`config.mk`:
```
export PLATFORM = sky130hd
export DESIGN_NAME = uart_rx_ctrl_flat
export DESIGN_NICKNAME = d
export VERILOG_FILES = /design/src/rtl/uart_rx_ctrl_if.sv /design/src/rtl/uart_rx_ctrl.sv /design/src/flat_wrapper.sv
export SDC_FILE = /design/constraint.sdc
export NUM_CORES = 1
export LEC_CHECK = 0
export CORE_MARGIN = 8
export CORE_UTILIZATION = 40
export CTS_BUF_LIST = sky130_fd_sc_hd__clkbuf_16
export DETAILED_ROUTE_END_ITERATION = 10
export HOLD_SLACK_MARGIN = 0.02
export PLACE_DENSITY_LB_ADDON = 0.15
export SYNTH_ARGS = -nofsm -noshare
export SYNTH_HDL_FRONTEND = slang
export SYNTH_SLANG_ARGS = --single-unit
```
`constraint.sdc`:
```
create_clock -name clk_RX -period 6 [get_ports clk_RX]
set_input_delay 1.5 -clock clk_RX [delete_from_list [all_inputs] [get_ports clk_RX]]
set_output_delay 1.5 -clock clk_RX [all_outputs]
set_load 0.02 [all_outputs]
```
`src/rtl/uart_rx_ctrl_if.sv`:
```
// Bus between the UART receive frame controller and its neighbours.
// Carries the serial line and frame configuration, the sampler handshake
// (edge_cnt / dat_samp_en / sampled_bit) and the received-byte outputs.
//   master : the frame controller (drives sampler controls and results)
//   slave  : line/config source, sampler and byte consumer
interface uart_rx_ctrl_if;
  logic       RX_IN;
  logic [5:0] prescale;
  logic       PAR_EN;
  logic       PAR_TYP;
  logic       sampled_bit;
  logic [5:0] edge_cnt;
  logic       dat_samp_en;
  logic [7:0] P_DATA;
  logic       data_valid;
  logic       par_err;
  logic       stp_err;
  logic       busy;

  modport master (
    input  RX_IN, prescale, PAR_EN, PAR_TYP, sampled_bit,
    output edge_cnt, dat_samp_en, P_DATA, data_valid, par_err, stp_err, busy
  );

  modport slave (
    output RX_IN, prescale, PAR_EN, PAR_TYP, sampled_bit,
    input  edge_cnt, dat_samp_en, P_DATA, data_valid, par_err, stp_err, busy
  );
endinterface

```
`src/rtl/uart_rx_ctrl.sv`:
```
// UART receive frame controller.
// Sequences start/data/parity/stop bits, drives the oversample index for the
// sampler, deserialises the byte LSB-first, checks parity and stop, and
// publishes the byte with a one-cycle data_valid strobe.
// Ports:
//   clk_RX : oversampling clock
//   rst    : asynchronous active-low reset
//   bus    : uart_rx_ctrl_if.master (line, config, sampler handshake, results)
module uart_rx_ctrl #(
  parameter int DATA_W = 8
) (
  input  logic           clk_RX,
  input  logic           rst,
  uart_rx_ctrl_if.master bus
);

  typedef enum logic [2:0] {IDLE, START, DATA, PARITY, STOP} state_t;

  state_t              state, state_nxt;
  logic [5:0]          eff_ps, ps_dec, edge_cnt;
  logic [2:0]          bit_cnt;
  logic [DATA_W-1:0]   shreg, p_data;
  logic                par_en_q, par_typ_q, par_mis;
  logic                dv, par_err, stp_err;
  logic                bit_end, start_det;

  // Unsupported ratios fall back to 8.
  always_comb begin
    ps_dec = 6'd8;
    case (bus.prescale)
      6'd16:   ps_dec = 6'd16;
      6'd32:   ps_dec = 6'd32;
      default: ps_dec = 6'd8;
    endcase
  end

  assign bit_end = (state != IDLE) && (edge_cnt == eff_ps - 6'd1);

  always_comb begin
    state_nxt = state;
    start_det = 1'b0;
    case (state)
      IDLE:
        if (!bus.RX_IN) begin
          state_nxt = START;
          start_det = 1'b1;
        end
      START:
        if (bit_end) state_nxt = bus.sampled_bit ? IDLE : DATA;
      DATA:
        if (bit_end && bit_cnt == 3'(DATA_W-1))
          state_nxt = par_en_q ? PARITY : STOP;
      PARITY:
        if (bit_end) state_nxt = STOP;
      STOP:
        if (bit_end) begin
          // Line already low at the stop sample point: next start bit began.
          if (!bus.RX_IN) begin
            state_nxt = START;
            start_det = 1'b1;
          end else begin
            state_nxt = IDLE;
          end
        end
      default: state_nxt = IDLE;
    endcase
  end

  always_ff @(posedge clk_RX or negedge rst) begin
    if (!rst) begin
      state     <= IDLE;
      edge_cnt  <= '0;
      eff_ps    <= '0;
      bit_cnt   <= '0;
      shreg     <= '0;
      p_data    <= '0;
      par_en_q  <= 1'b0;
      par_typ_q <= 1'b0;
      par_mis   <= 1'b0;
      dv        <= 1'b0;
      par_err   <= 1'b0;
      stp_err   <= 1'b0;
    end else begin
      state <= state_nxt;
      dv    <= 1'b0;
      edge_cnt <= (state == IDLE || bit_end) ? 6'd0 : edge_cnt + 6'd1;

      // Frame config is frozen at start detection.
      if (start_det) begin
        eff_ps    <= ps_dec;
        par_en_q  <= bus.PAR_EN;
        par_typ_q <= bus.PAR_TYP;
        par_mis   <= 1'b0;
        bit_cnt   <= '0;
      end

      // Flags clear on a fresh start from IDLE; on a back-to-back start the
      // STOP branch below writes this frame's result on the same edge.
      if (start_det && state == IDLE) begin
        par_err <= 1'b0;
        stp_err <= 1'b0;
      end

      if (bit_end) begin
        case (state)
          DATA: begin
            shreg[bit_cnt] <= bus.sampled_bit;
            bit_cnt        <= bit_cnt + 3'd1;
          end
          PARITY:
            par_mis <= bus.sampled_bit ^ (^shreg) ^ par_typ_q;
          STOP: begin
            stp_err <= ~bus.sampled_bit;
            par_err <= par_mis;
            if (bus.sampled_bit && !par_mis) begin
              p_data <= shreg;
              dv     <= 1'b1;
            end
          end
          default: ;
        endcase
      end
    end
  end

  assign bus.edge_cnt    = edge_cnt;
  assign bus.busy        = (state != IDLE);
  assign bus.dat_samp_en = (state != IDLE);
  assign bus.P_DATA      = p_data;
  assign bus.data_valid  = dv;
  assign bus.par_err     = par_err;
  assign bus.stp_err     = stp_err;

endmodule
```
`src/flat_wrapper.sv`:
```
// flat-port wrapper written by rule: the top's interface ports become plain ports
module uart_rx_ctrl_flat 
#(
  parameter int DATA_W = 8
)
  (clk_RX, rst, bus_RX_IN, bus_prescale, bus_PAR_EN, bus_PAR_TYP, bus_sampled_bit, bus_edge_cnt, bus_dat_samp_en, bus_P_DATA, bus_data_valid, bus_par_err, bus_stp_err, bus_busy);
  uart_rx_ctrl_if bus_i ();
  input  logic clk_RX;
  input  logic rst;
  input wire logic [$bits(bus_i.RX_IN)-1:0] bus_RX_IN;
  input wire logic [$bits(bus_i.prescale)-1:0] bus_prescale;
  input wire logic [$bits(bus_i.PAR_EN)-1:0] bus_PAR_EN;
  input wire logic [$bits(bus_i.PAR_TYP)-1:0] bus_PAR_TYP;
  input wire logic [$bits(bus_i.sampled_bit)-1:0] bus_sampled_bit;
  output wire logic [$bits(bus_i.edge_cnt)-1:0] bus_edge_cnt;
  output wire logic [$bits(bus_i.dat_samp_en)-1:0] bus_dat_samp_en;
  output wire logic [$bits(bus_i.P_DATA)-1:0] bus_P_DATA;
  output wire logic [$bits(bus_i.data_valid)-1:0] bus_data_valid;
  output wire logic [$bits(bus_i.par_err)-1:0] bus_par_err;
  output wire logic [$bits(bus_i.stp_err)-1:0] bus_stp_err;
  output wire logic [$bits(bus_i.busy)-1:0] bus_busy;
  assign bus_i.RX_IN = bus_RX_IN;
  assign bus_i.prescale = bus_prescale;
  assign bus_i.PAR_EN = bus_PAR_EN;
  assign bus_i.PAR_TYP = bus_PAR_TYP;
  assign bus_i.sampled_bit = bus_sampled_bit;
  assign bus_edge_cnt = bus_i.edge_cnt;
  assign bus_dat_samp_en = bus_i.dat_samp_en;
  assign bus_P_DATA = bus_i.P_DATA;
  assign bus_data_valid = bus_i.data_valid;
  assign bus_par_err = bus_i.par_err;
  assign bus_stp_err = bus_i.stp_err;
  assign bus_busy = bus_i.busy;
  uart_rx_ctrl #(.DATA_W(DATA_W)) u_core (.clk_RX(clk_RX), .rst(rst), .bus(bus_i));
endmodule
```
* Word-level counts from Yosys, hierarchy flattened *
Cells that the tools add are included.
Widths: inputs -> output; s select.

word-level totals
  input port bits = 12
  word-level logic and storage cells = 78
  output and inout bits = 19
  bits in registers = 40

operators by class
  bitwise logic cells = 3
  equality and inequality tests = 13
  magnitude comparators = 2
  reduce and logical (&&, ||, !) cells = 13
  muxes and demuxes = 32
  add/sub/neg operators = 3

operators with widths
  operator             count
  $mux 3               9
  $mux 1               16
  $pmux 3 s5           1
  $pmux 6 s2           1
  $bwmux 8             1
  $ne 2x1->1 const B   4
  $reduce_xor 8->1     1
  $add 6x1->6 const B  1
  $eq 3x2->1 const B   2
  $eq 3x3->1 const B   2
  $eq 6x5->1 const B   1
  $eq 6x6->1           1
  $eq 6x6->1 const B   1
  $mux 6               1
  $sub 6x1->6 const B  1
  $logic_and 1x1->1    5
  $reduce_and 5->1     1
  $lt 3x4->1 const B   1
  $add 3x1->3 const B  1
  $demux 1 s3          1
  $eq 3x1->1 const B   1
  $ge 3x1->1 const B   1
  $logic_not 3->1      1
  $reduce_and 3->1     1
  9 further kinds      10

* Depth between registers and ports, before layout *
  depth after elaboration = 9
  mapped depth = 7
  gate-level depth less buffers = 6

* Worst setup path after synthesis *
OpenSTA, ideal clock, no wires.

  path kind = input to register
  start = in bus_prescale[1]
  end = reg u_core.eff_ps[4]
  cell stages on the path = 3
  buffers on the path = 0
  library setup time = 79 ps
  data required time = 5921 ps
  slack = 3320 ps
  arrival = 2601 ps
  cells stage by stage = or4_1 or3b_2 mux2i_1

between the ends
  longest elaborated chain between the ends = 2
  elaborated cells between the ends (all ways) = 3
  those cells by class = eq/ne: 2; mux: 1

RTL lines
  element                                          line                RTL
  start: declaration                               flat_wrapper.sv:11  input wire logic [$bits(bus_i.prescale)-1:0] bus_prescale;
  $eq 6x6->1 / $eq 6x5->1 (equally long branches)  uart_rx_ctrl.sv:30  case (bus.prescale)
  $pmux 6 s2 (*)                                   uart_rx_ctrl.sv:30
  end signal: assignment                           uart_rx_ctrl.sv:90  eff_ps <= ps_dec;
  end: declaration                                 uart_rx_ctrl.sv:20  logic [5:0] eff_ps, ps_dec, edge_cnt;

Every way passes the cells marked *; elsewhere a longest branch is shown, timed or not.
A chain may end at the register's enable or synchronous reset.

* Final worst setup path *
  start = reg u_core.state[2]
  end = out bus_dat_samp_en

between the ends
  longest elaborated chain between the ends = 1

RTL lines
  element                   line                 RTL
  start: declaration        uart_rx_ctrl.sv:19   state_t state, state_nxt;
  start signal: assignment  uart_rx_ctrl.sv:84   state <= state_nxt;
  $reduce_bool 3->1         uart_rx_ctrl.sv:128  assign bus.dat_samp_en = (state != IDLE);
  end: declaration          flat_wrapper.sv:16   output wire logic [$bits(bus_i.dat_samp_en)-1:0] bus_dat_samp_en;

No other way between the ends.

==> out/results.ini <==
[setup_path]
r2r_end=u_core.par_typ_q
rr_worst_depth=6
path_max_fanout=10
path_class=flop to primary output
startpoint_type=flop
rr_startpoint=u_core.eff_ps[3]
crit_required_ps=4500
arrival_ps=1770
r2r_slack_ps=3320
end_kind=primary output

[layout]
fin_nets=216
utilization=0.517
n_antenna_cell=0
synthToLayoutAreaGrowth_pct=25.5
n_fill_cell=425
fin_cells=255
drive_gt1_frac=0.179

[clocking]
clock_latency_ps=280
clk_pin_slew_ps=50
cts_num_sinks=37
clockBufferDepth=2
ctsResizeCount=0
tritoncts=yes
ctsHoldBuffers=0
cts_setup_buffers=0
htree_levels=2
cts_root_buf=clkbuf_16
cts_buffers=5

[logic_synthesis]
synth_cells=171
synth.most_common_cell=dfrtp_1
ys_seq_area_frac=0.479
synth_top_area_cell=dfrtp_1
synth_flop_cell=dfrtp_1
avgSynthCellArea_sq_um=11.3
async_reset_ff_frac=1.00
synth_area_leaders=dfrtp_1 (48%), mux2_2 (12%), xnor2_1 (5.0%), nor2_1 (2.9%), ha_1 (2.6%)
yosysTopAreaCellShare=0.479
syn_area_sq_mm=0.00193
syn_nets=187
ys_warn_count=0
ys_types=45
synth_enable_flop_cells=0
post_synth_most_frequent_cells=dfrtp_1 (37), mux2_2 (20), nor2_1 (15)
ys_seq_elements=37

[floorplanning]
chipWidth_microns=85.5
die-area_sq_mm=0.00731
die_y_microns=85.5
io_pins=31
start_util=0.412
rows=25
fp.coreArea_sq_mm=0.00469

[place]
numPortBuffers=30
hpwlAfterDp_microns=2690
place_ws_ps=2770
gp_congestion=0.723
dpl.cell_count=247

[drt]
drc_errors=0
wl_microns=3690
ant_nets=0
dr.pass1.iters=4
drt_iter0_drc=104
vias_per_cell=5.23
routedWlPerCell_microns=14.5
vias=1334

[grt]
antenna_found_initial=0
use_met1=0.130
grt_overflow=0
grt_pass1_wl_microns=6310
gr-usage-met2=0.173
met3_usage=0.0411
first_global_vias=1326
grt_max_degree=38
grt_util_all_layers=0.109
grt-busiest-layer=met2

[pwr]
power_leakage_nw=1.09
ir_worst_vdd_mv=0.280
powerDensity_mw_per_mm2=378

[sta]
drv_slew=0
finalCriticalPeriod_ps=3270
fin_setup_tns_ps=0
setup_slack_ps=2730
fin_skew_ps=2.06
slew-limit-headroom=0.222
clock.fmax_mhz=306
hold_violations=0
setup_viol=0
rsz0062_at_grt=no
fin_crit_sh=0.544
holdWs_ps=497
tightest_slew_ps=1160

[outcome]
status=finished clean

[flow_run]
maxCapViolCount=0

[hold_path]
min_path_cells=1
min-delay-start=u_core.bus.edge_cnt[0]
hold_end=u_core.bus.edge_cnt[0]
hold_path.class=flop to flop

-- final cells by class --
| class | instances | area [sq um] | area share |
|---|---|---|---|
| flip-flops and latches | 37 | 926 | 0.382 |
| well taps | 54 | 67.6 | 0.0278 |
| clock inverters | 3 | 37.5 | 0.0155 |
| inverters | 8 | 30.0 | 0.0124 |
| repair buffers | 31 | 308 | 0.127 |
| clock buffers | 5 | 125 | 0.0516 |
| multi-input cells | 117 | 932 | 0.384 |
-- cell usage in the layout (no fill, tap or decap), types with 4 or more instances in the layout --
cell type | netlist | routed
inv_1 | 8 | 9
nand2_1 | 10 | 10
dfrtp_1 | 37 | 37
mux2_2 | 20 | 20
ha_1 | 4 | 4
nand3_1 | 4 | 4
mux2i_1 | 5 | 5
xnor2_1 | 11 | 11
clkdlybuf4s50_1 | 0 | 30
nand4_1 | 4 | 4
nor2_1 | 15 | 15
nor3_1 | 4 | 4
clkbuf_16 | 0 | 5
-- where the power goes --
group / leakage, nW / switching [mW] / internal (mW)
Sequential: 0.481 / 0.0494 / 0.289
Clock: 0.0826 / 0.0950 / 0.193
Combinational: 0.525 / 0.154 / 0.137
Total: 1.09 / 0.298 / 0.619
-- flip-flops by register name, summed over array words and instances, names as in the netlist --
signal,count
u_core.bus.P_DATA,8
u_core.shreg,8
u_core.bus.edge_cnt,6
u_core.bit_cnt,3
u_core.eff_ps,3
u_core.state,3
u_core.bus.data_valid,1
u_core.bus.par_err,1
u_core.bus.stp_err,1
u_core.par_en_q,1
u_core.par_mis,1
u_core.par_typ_q,1
-- per-layer routing --
layer,vias up,share of wire
met5,-,0
li1,652,-
met2,36,0.48
met1,640,0.43
met3,6,0.072
met4,0,0.014
-- worst max-delay path, cell delays in order (launching register included) --
cell,delay [ps]
dfrtp_1,480
nor3_1,360
inv_1,100
clkdlybuf4s50_1,550
-- logic make-up after synthesis --
kind of cell	after synthesis	synth area share
xor gates and xnor gates	16	0.0880
and+or+nand+nor	55	0.158
adders and majority gates	4	0.0259
DFF	37	0.479
muxes	25	0.142
AOI/OAI and AO/OA	17	0.0680
buffers and inverters	17	0.0388
-- worst max path at each step --
stage	startpoint	endpoint	slack [ps]	cells after the start
2_1_floorplan	bus_prescale[1]	u_core.eff_ps[4]	3320	3
3_3_place_gp	bus_sampled_bit	u_core.bus.P_DATA[6]	2830	5
3_5_place_dp	bus_sampled_bit	u_core.bus.P_DATA[6]	2770	5
4_1_cts	u_core.state[2]	bus_dat_samp_en	2720	3
5_1_grt	u_core.state[2]	bus_dat_samp_en	2590	3
6_report	u_core.state[2]	bus_dat_samp_en	2730	3
-- through the flow --
stage	area (sq um)	total power, mW
floorplan	1930	0.543
global placement	2260	0.631
detailed placement	2260	0.635
CTS	2430	0.928
global route	2430	0.970
finish	2430	0.917
Power figures use the tool's default switching activity.
==> variant 1 (config.mk and constraints unchanged) <==
Re-encode `state_t` (5 states) as Gray code, 3 bits wide.
--- a/src/rtl/uart_rx_ctrl.sv
+++ b/src/rtl/uart_rx_ctrl.sv
@@ -14,7 +14,7 @@
   uart_rx_ctrl_if.master bus
 );
 
-  typedef enum logic [2:0] {IDLE, START, DATA, PARITY, STOP} state_t;
+  typedef enum logic [2:0] {IDLE = 3'b000, START = 3'b001, DATA = 3'b011, PARITY = 3'b010, STOP = 3'b110} state_t;
 
   state_t              state, state_nxt;
   logic [5:0]          eff_ps, ps_dec, edge_cnt;
Function: no difference found for any inputs over 10 cycles, from zero or initial values and one cycle with rst low; not proved beyond that.
==> variant 1 against the unedited design <==
Power increased by 11%. Sequential share of layout area increased by 1.9 points. Wire length decreased by 2.1%. Combinational power increased by 23%. Critical path depth unchanged. Sequential cell count unchanged. First-iteration DRC count decreased by 63%. Synthesized area decreased by 5.6%. Design area decreased by 4.7%. Synthesized cell count decreased by 7.6%. Setup slack got worse by 120 ps. Clock power decreased by 13%.
==> variant 1: results (changes against the unedited design) <==
place_hpwl_um: 2705  # +0.45%
grt_first_pass_wirelength_um: 6375  # +1.1%
post_synth_mux_area_share_pct: 12.14  # -2.1 points
synth_compound_gate_area_share_pct: 7.202  # +0.41 points
synthTopCellsByArea: "sky130_fd_sc_hd__dfrtp_1 51%, sky130_fd_sc_hd__mux2_2 10%, sky130_fd_sc_hd__xnor2_1 5.8%"
status: "completed"
ir_drop_v: 0.0001793  # -36%
via_per_inst: 5.165  # -1.3%
buffer_cell_driving_the_clock_tree_root: "sky130_fd_sc_hd__clkbuf_16"
comb_power_uw: 358  # +23%
p_leak_nw: 0.9714  # -11%
clock_skew_ps: 5.578  # +3.516 ps
ys_top_cells_by_count: "37 x sky130_fd_sc_hd__dfrtp_1, 17 x sky130_fd_sc_hd__mux2_2, 12 x sky130_fd_sc_hd__xnor2_1"
grt_util_met2_pct: 16.83  # -0.52 points
p_seq_share_pct: 40.2  # +3.3 points
grt_max_degree: 38  # unchanged
cts_max_path_buffers: 2  # unchanged
global_route.usage.total_pct: 10.91  # +0.060 points
grt_pass1_vias: 1312  # -1.1%
numPortBuffers: 30  # unchanged
antenna_cells: 0  # unchanged
wl_per_cell_um: 14.86  # +2.7%
synthesized_netlist_net_count: 174  # -7.0%
drt_iter0_drc: 39  # -63%
path_max_fanout: 8  # -2
global_route.usage.met3_pct: 3.906  # -0.20 points
synth_xor_area_share_pct: 8.985  # +0.18 points
ctsHtreeMaxLevel: 2  # unchanged
post_cts_setup_repair_buffer_count: 0  # unchanged
nNetsFinal: 206  # -4.6%
async_reset_ff_share_pct: 100.0  # unchanged
type_of_the_worst_min_delay_path: "reg -> reg"
clock_power_share_pct: 24.6  # -6.8 points
grt_antenna_before_repair: 0  # unchanged
yosys.cell_types.count: 36  # -20%
switching_part_of_the_total_power_pct: 35.13  # +2.6 points
groute.layer.met1.usage_pct: 13.89  # +0.88 points
timing.slew.headroom_pct: 62.76  # +41 points
clk_transition_reported_paths_ps: 60
timing.critical_path.arrival_ps: 1890  # +120 ps
cts_repair_resize_count: 0  # unchanged
drive_above_1_share_pct: 16.75  # -1.2 points
detailedRoute.firstPassIterationCount: 4  # unchanged
yosys.area_share.adder_pct: 2.743  # +0.15 points
cts_inserted_buffers: 5  # unchanged
routabilityCongestion: 0.7301  # +1.1%
ys_warn_count: 0  # unchanged
worst_skew_pair.late_latency_ps: 270
synth.most_common_cell: "sky130_fd_sc_hd__dfrtp_1"
synth.yosys.seq_area_share_pct: 50.75  # +2.9 points
variant 1: cell types whose count changed after synthesis, moves of 3 or more:
cell                      delta
sky130_fd_sc_hd__mux2_2      -3
sky130_fd_sc_hd__nor2_1      -4
sky130_fd_sc_hd__o21ai_0     +8
sky130_fd_sc_hd__nand4_1     -4
variant 1: cell type report:
class,instances,area [µm²]
clock buffer,5,125.1
multi-input combinational,108,844.6
sequential,37,925.9
inverter,7,26.28
fill,401,2072
timing repair buffer,31,307.8
tap,52,65.06
clock inverter,3,17.52
variant 1: worst paths after layout:
kind                                  start                 end  slack, ps  depth (start not counted)
setup / recovery            u_core.state[1]            bus_busy       2610                          3
hold / removal              u_core.par_en_q     u_core.par_en_q        500                          1
setup reg to reg           u_core.eff_ps[3]     u_core.shreg[2]       3210                          7
hold reg to reg             u_core.par_en_q     u_core.par_en_q        500                          1
max in group asynchronous               rst  u_core.bus.stp_err       4020                          2
min in group asynchronous               rst     u_core.par_en_q       1640                          2
variant 1: worst max-delay path, cell delays in order, from the launching register on:
cell and delay [ps]:
sky130_fd_sc_hd__dfrtp_1 470, sky130_fd_sc_hd__nor3_1 370, sky130_fd_sc_hd__inv_1 190, sky130_fd_sc_hd__clkdlybuf4s50_1 580
variant 1: stage by stage:
stage          setup slack, ps  std cells  cell area, µm²
2_1_floorplan             3287        158            1824
3_3_place_gp              2749        235            2170
5_1_grt                   2465        243            2312
6_report                  2610        243            2312
3_5_place_dp              2668        235            2170
4_1_cts                   2597        243            2312
variant 1: metal layers:
metal / vias to the layer above / wire (µm) / share of wire, %
li1: 609 / - / -
met1: 623 / 1734 / 48
met2: 21 / 1724 / 48
met3: 2 / 133 / 3.7
met4: 0 / 19 / 0.53
met5: - / 0 / 0
==> variant 2 (same flow settings) <==
Without the edit above. Make the reset (`rst`) synchronous in one clocked block. Comments in the files are not updated.
--- a/src/rtl/uart_rx_ctrl.sv
+++ b/src/rtl/uart_rx_ctrl.sv
@@ -66,7 +66,7 @@
     endcase
   end
 
-  always_ff @(posedge clk_RX or negedge rst) begin
+  always_ff @(posedge clk_RX) begin
     if (!rst) begin
       state     <= IDLE;
       edge_cnt  <= '0;
Formal check against the unedited RTL: differs if rst is asserted again (counterexample within 4 cycles, from zero or initial values and one cycle with rst low); with rst held inactive, the same outputs for 10 cycles.
==> variant 2 against the unedited design <==
Wire length is 14% higher. Design area shrank 4.1%. Synthesized area down 1.6%. Setup slack worse by 120 ps. Die area is 1.3% lower. Clock power decreased by 17%. Sequential cell count unchanged. Core utilization down 1.8 points. Register-to-register slack improved by 160 ps. Via count grew 19%. Count of clock-buffer cells in the layout stayed put. Power decreased by 22%. First-iteration DRC count is 11% lower. Largest cell class unchanged. Highest routed layer unchanged.
==> variant 2: results (changes against the unedited design) <==
status: "completed"
detailedRoute.firstPassIterationCount: 4  # unchanged
origin_of_the_critical_flop_to_flop_path: "u_core.eff_ps[3]"
grt_max_degree: 26  # -32%
ys_top_cells_by_count: "37 x sky130_fd_sc_hd__dfxtp_1, 21 x sky130_fd_sc_hd__nand2_1, 21 x sky130_fd_sc_hd__nand3_1"
clock_skew_ps: 5.500  # +3.438 ps
global_route.usage.total_pct: 12.24  # +1.4 points
comb_power_uw: 182  # -37%
ir_drop_v: 0.0001552  # -45%
grt_util_met2_pct: 18.75  # +1.4 points
timing.slew.headroom_pct: 46.10  # +24 points
p_leak_nw: 0.8452  # -22%
timing.hold.worst_endpoint: "u_core.bus.edge_cnt[0]"
met1Wirelength_um: 2109  # +33%
seq_power_uw: 294  # -13%
nNetsFinal: 257  # +19%
async_reset_ff_share_pct: 0  # -100 points
antenna_cells: 0  # unchanged
yosys.cell_types.count: 41  # -8.9%
cts_max_path_buffers: 2  # unchanged
synth.yosys.seq_area_share_pct: 38.92  # -9.0 points
groute.layer.met1.usage_pct: 15.74  # +2.7 points
layout.filler_cells: 451  # +6.1%
ctsHtreeMaxLevel: 2  # unchanged
synthTopCellsByArea: "sky130_fd_sc_hd__dfxtp_1 39%, sky130_fd_sc_hd__nand3_1 5.5%, sky130_fd_sc_hd__a21oi_1 4.7%"
layout_worst_path_cycle_share_pct: 56.44  # +2.0 points
timing.critical_path.arrival_ps: 3590  # +1820 ps
synth_area_leader_cell: "sky130_fd_sc_hd__dfxtp_1"
place_hpwl_um: 2970  # +10%
cts_repair_resize_count: 0  # unchanged
worst_reg_to_reg_setup_slack_ps: 3480  # +160 ps
p_total_uw: 714.9  # -22%
highest-signal-layer: "met4"
finalMaxSlewViolations: 0  # unchanged
drt_iter0_drc: 93  # -11%
drive_above_1_share_pct: 7.469  # -10 points
crit-reg2reg-capture: "u_core.bit_cnt[2]"
cts_inserted_buffers: 5  # unchanged
path_max_fanout: 24  # +14
met3RoutedLength_um: 168  # -37%
wl_met2_um: 1905  # +6.7%
type_of_the_worst_min_delay_path: "reg -> reg"
numPortBuffers: 30  # unchanged
hold_start: "u_core.bus.edge_cnt[0]"
post-place-ws_ps: 2318  # -454.2 ps
routabilityCongestion: 0.8046  # +11%
layoutNonFillerInstCount: 295  # +16%
switching_part_of_the_total_power_pct: 31.04  # -1.4 points
grt_pass1_vias: 1541  # +16%
hold-path-cell-count: 1  # unchanged
worst_skew_pair.late_latency_ps: 270
via_per_inst: 5.380  # +2.8%
total_detailed_routing_wirelength_um: 4221  # +14%
grt_first_pass_wirelength_um: 7251  # +15%
numPlacedInstances: 288  # +17%
grt_antenna_before_repair: 0  # unchanged
global_route.usage.met3_pct: 3.475  # -0.63 points
synth_enable_flop_cells: 0  # unchanged
synthesized_netlist_net_count: 233  # +25%
postSynthCellCount: 217  # +27%
-- variant 2: critical path, cell delays in order --
cell and delay, ps:
sky130_fd_sc_hd__clkdlybuf4s50_1 990, sky130_fd_sc_hd__inv_1 560, sky130_fd_sc_hd__nor2_1 260, sky130_fd_sc_hd__nand4_1 110
sky130_fd_sc_hd__o21ai_0 170
-- variant 2: stage by stage --
| stage | area (µm²) | hold WS [ps] |
|---|---|---|
| 6_report | 2327 | 458.2 |
| 4_1_cts | 2327 | 460.9 |
| 5_1_grt | 2327 | 479.1 |
| 3_3_place_gp | 2195 | 446.6 |
| 2_1_floorplan | 1903 | 434.7 |
| 3_5_place_dp | 2195 | 453.3 |
-- variant 2: cell type report --
class / count / area (µm²) / area share (%)
Clock buffer: 5 / 125.1 / 5.376
Clock inverter: 2 / 7.507 / 0.3226
Inverter: 7 / 26.28 / 1.129
Multi-Input combinational cell: 160 / 1060 / 45.54
Sequential cell: 37 / 740.7 / 31.83
Tap cell: 54 / 67.56 / 2.903
Timing Repair Buffer: 30 / 300.3 / 12.90
-- variant 2: kinds of logic after synthesis --
| kind of cell | count (synthesis) | synth area share [%] |
|---|---|---|
| flops | 37 | 38.92 |
| simple gates | 84 | 23.01 |
| buf+inv | 20 | 5.391 |
| mux | 8 | 4.208 |
| compound gates | 49 | 17.49 |
| fa+ha+maj | 4 | 2.630 |
| xor+xnor | 15 | 8.350 |
-- variant 2: worst max-delay path by stage --
stage                          startpoint               to
after floorplan           u_core.state[2]  bus_dat_samp_en
final                                 rst   u_core.par_mis
after detailed placement              rst   u_core.par_mis
after CTS                             rst   u_core.par_mis
after global placement                rst   u_core.par_mis
after global routing                  rst   u_core.par_mis
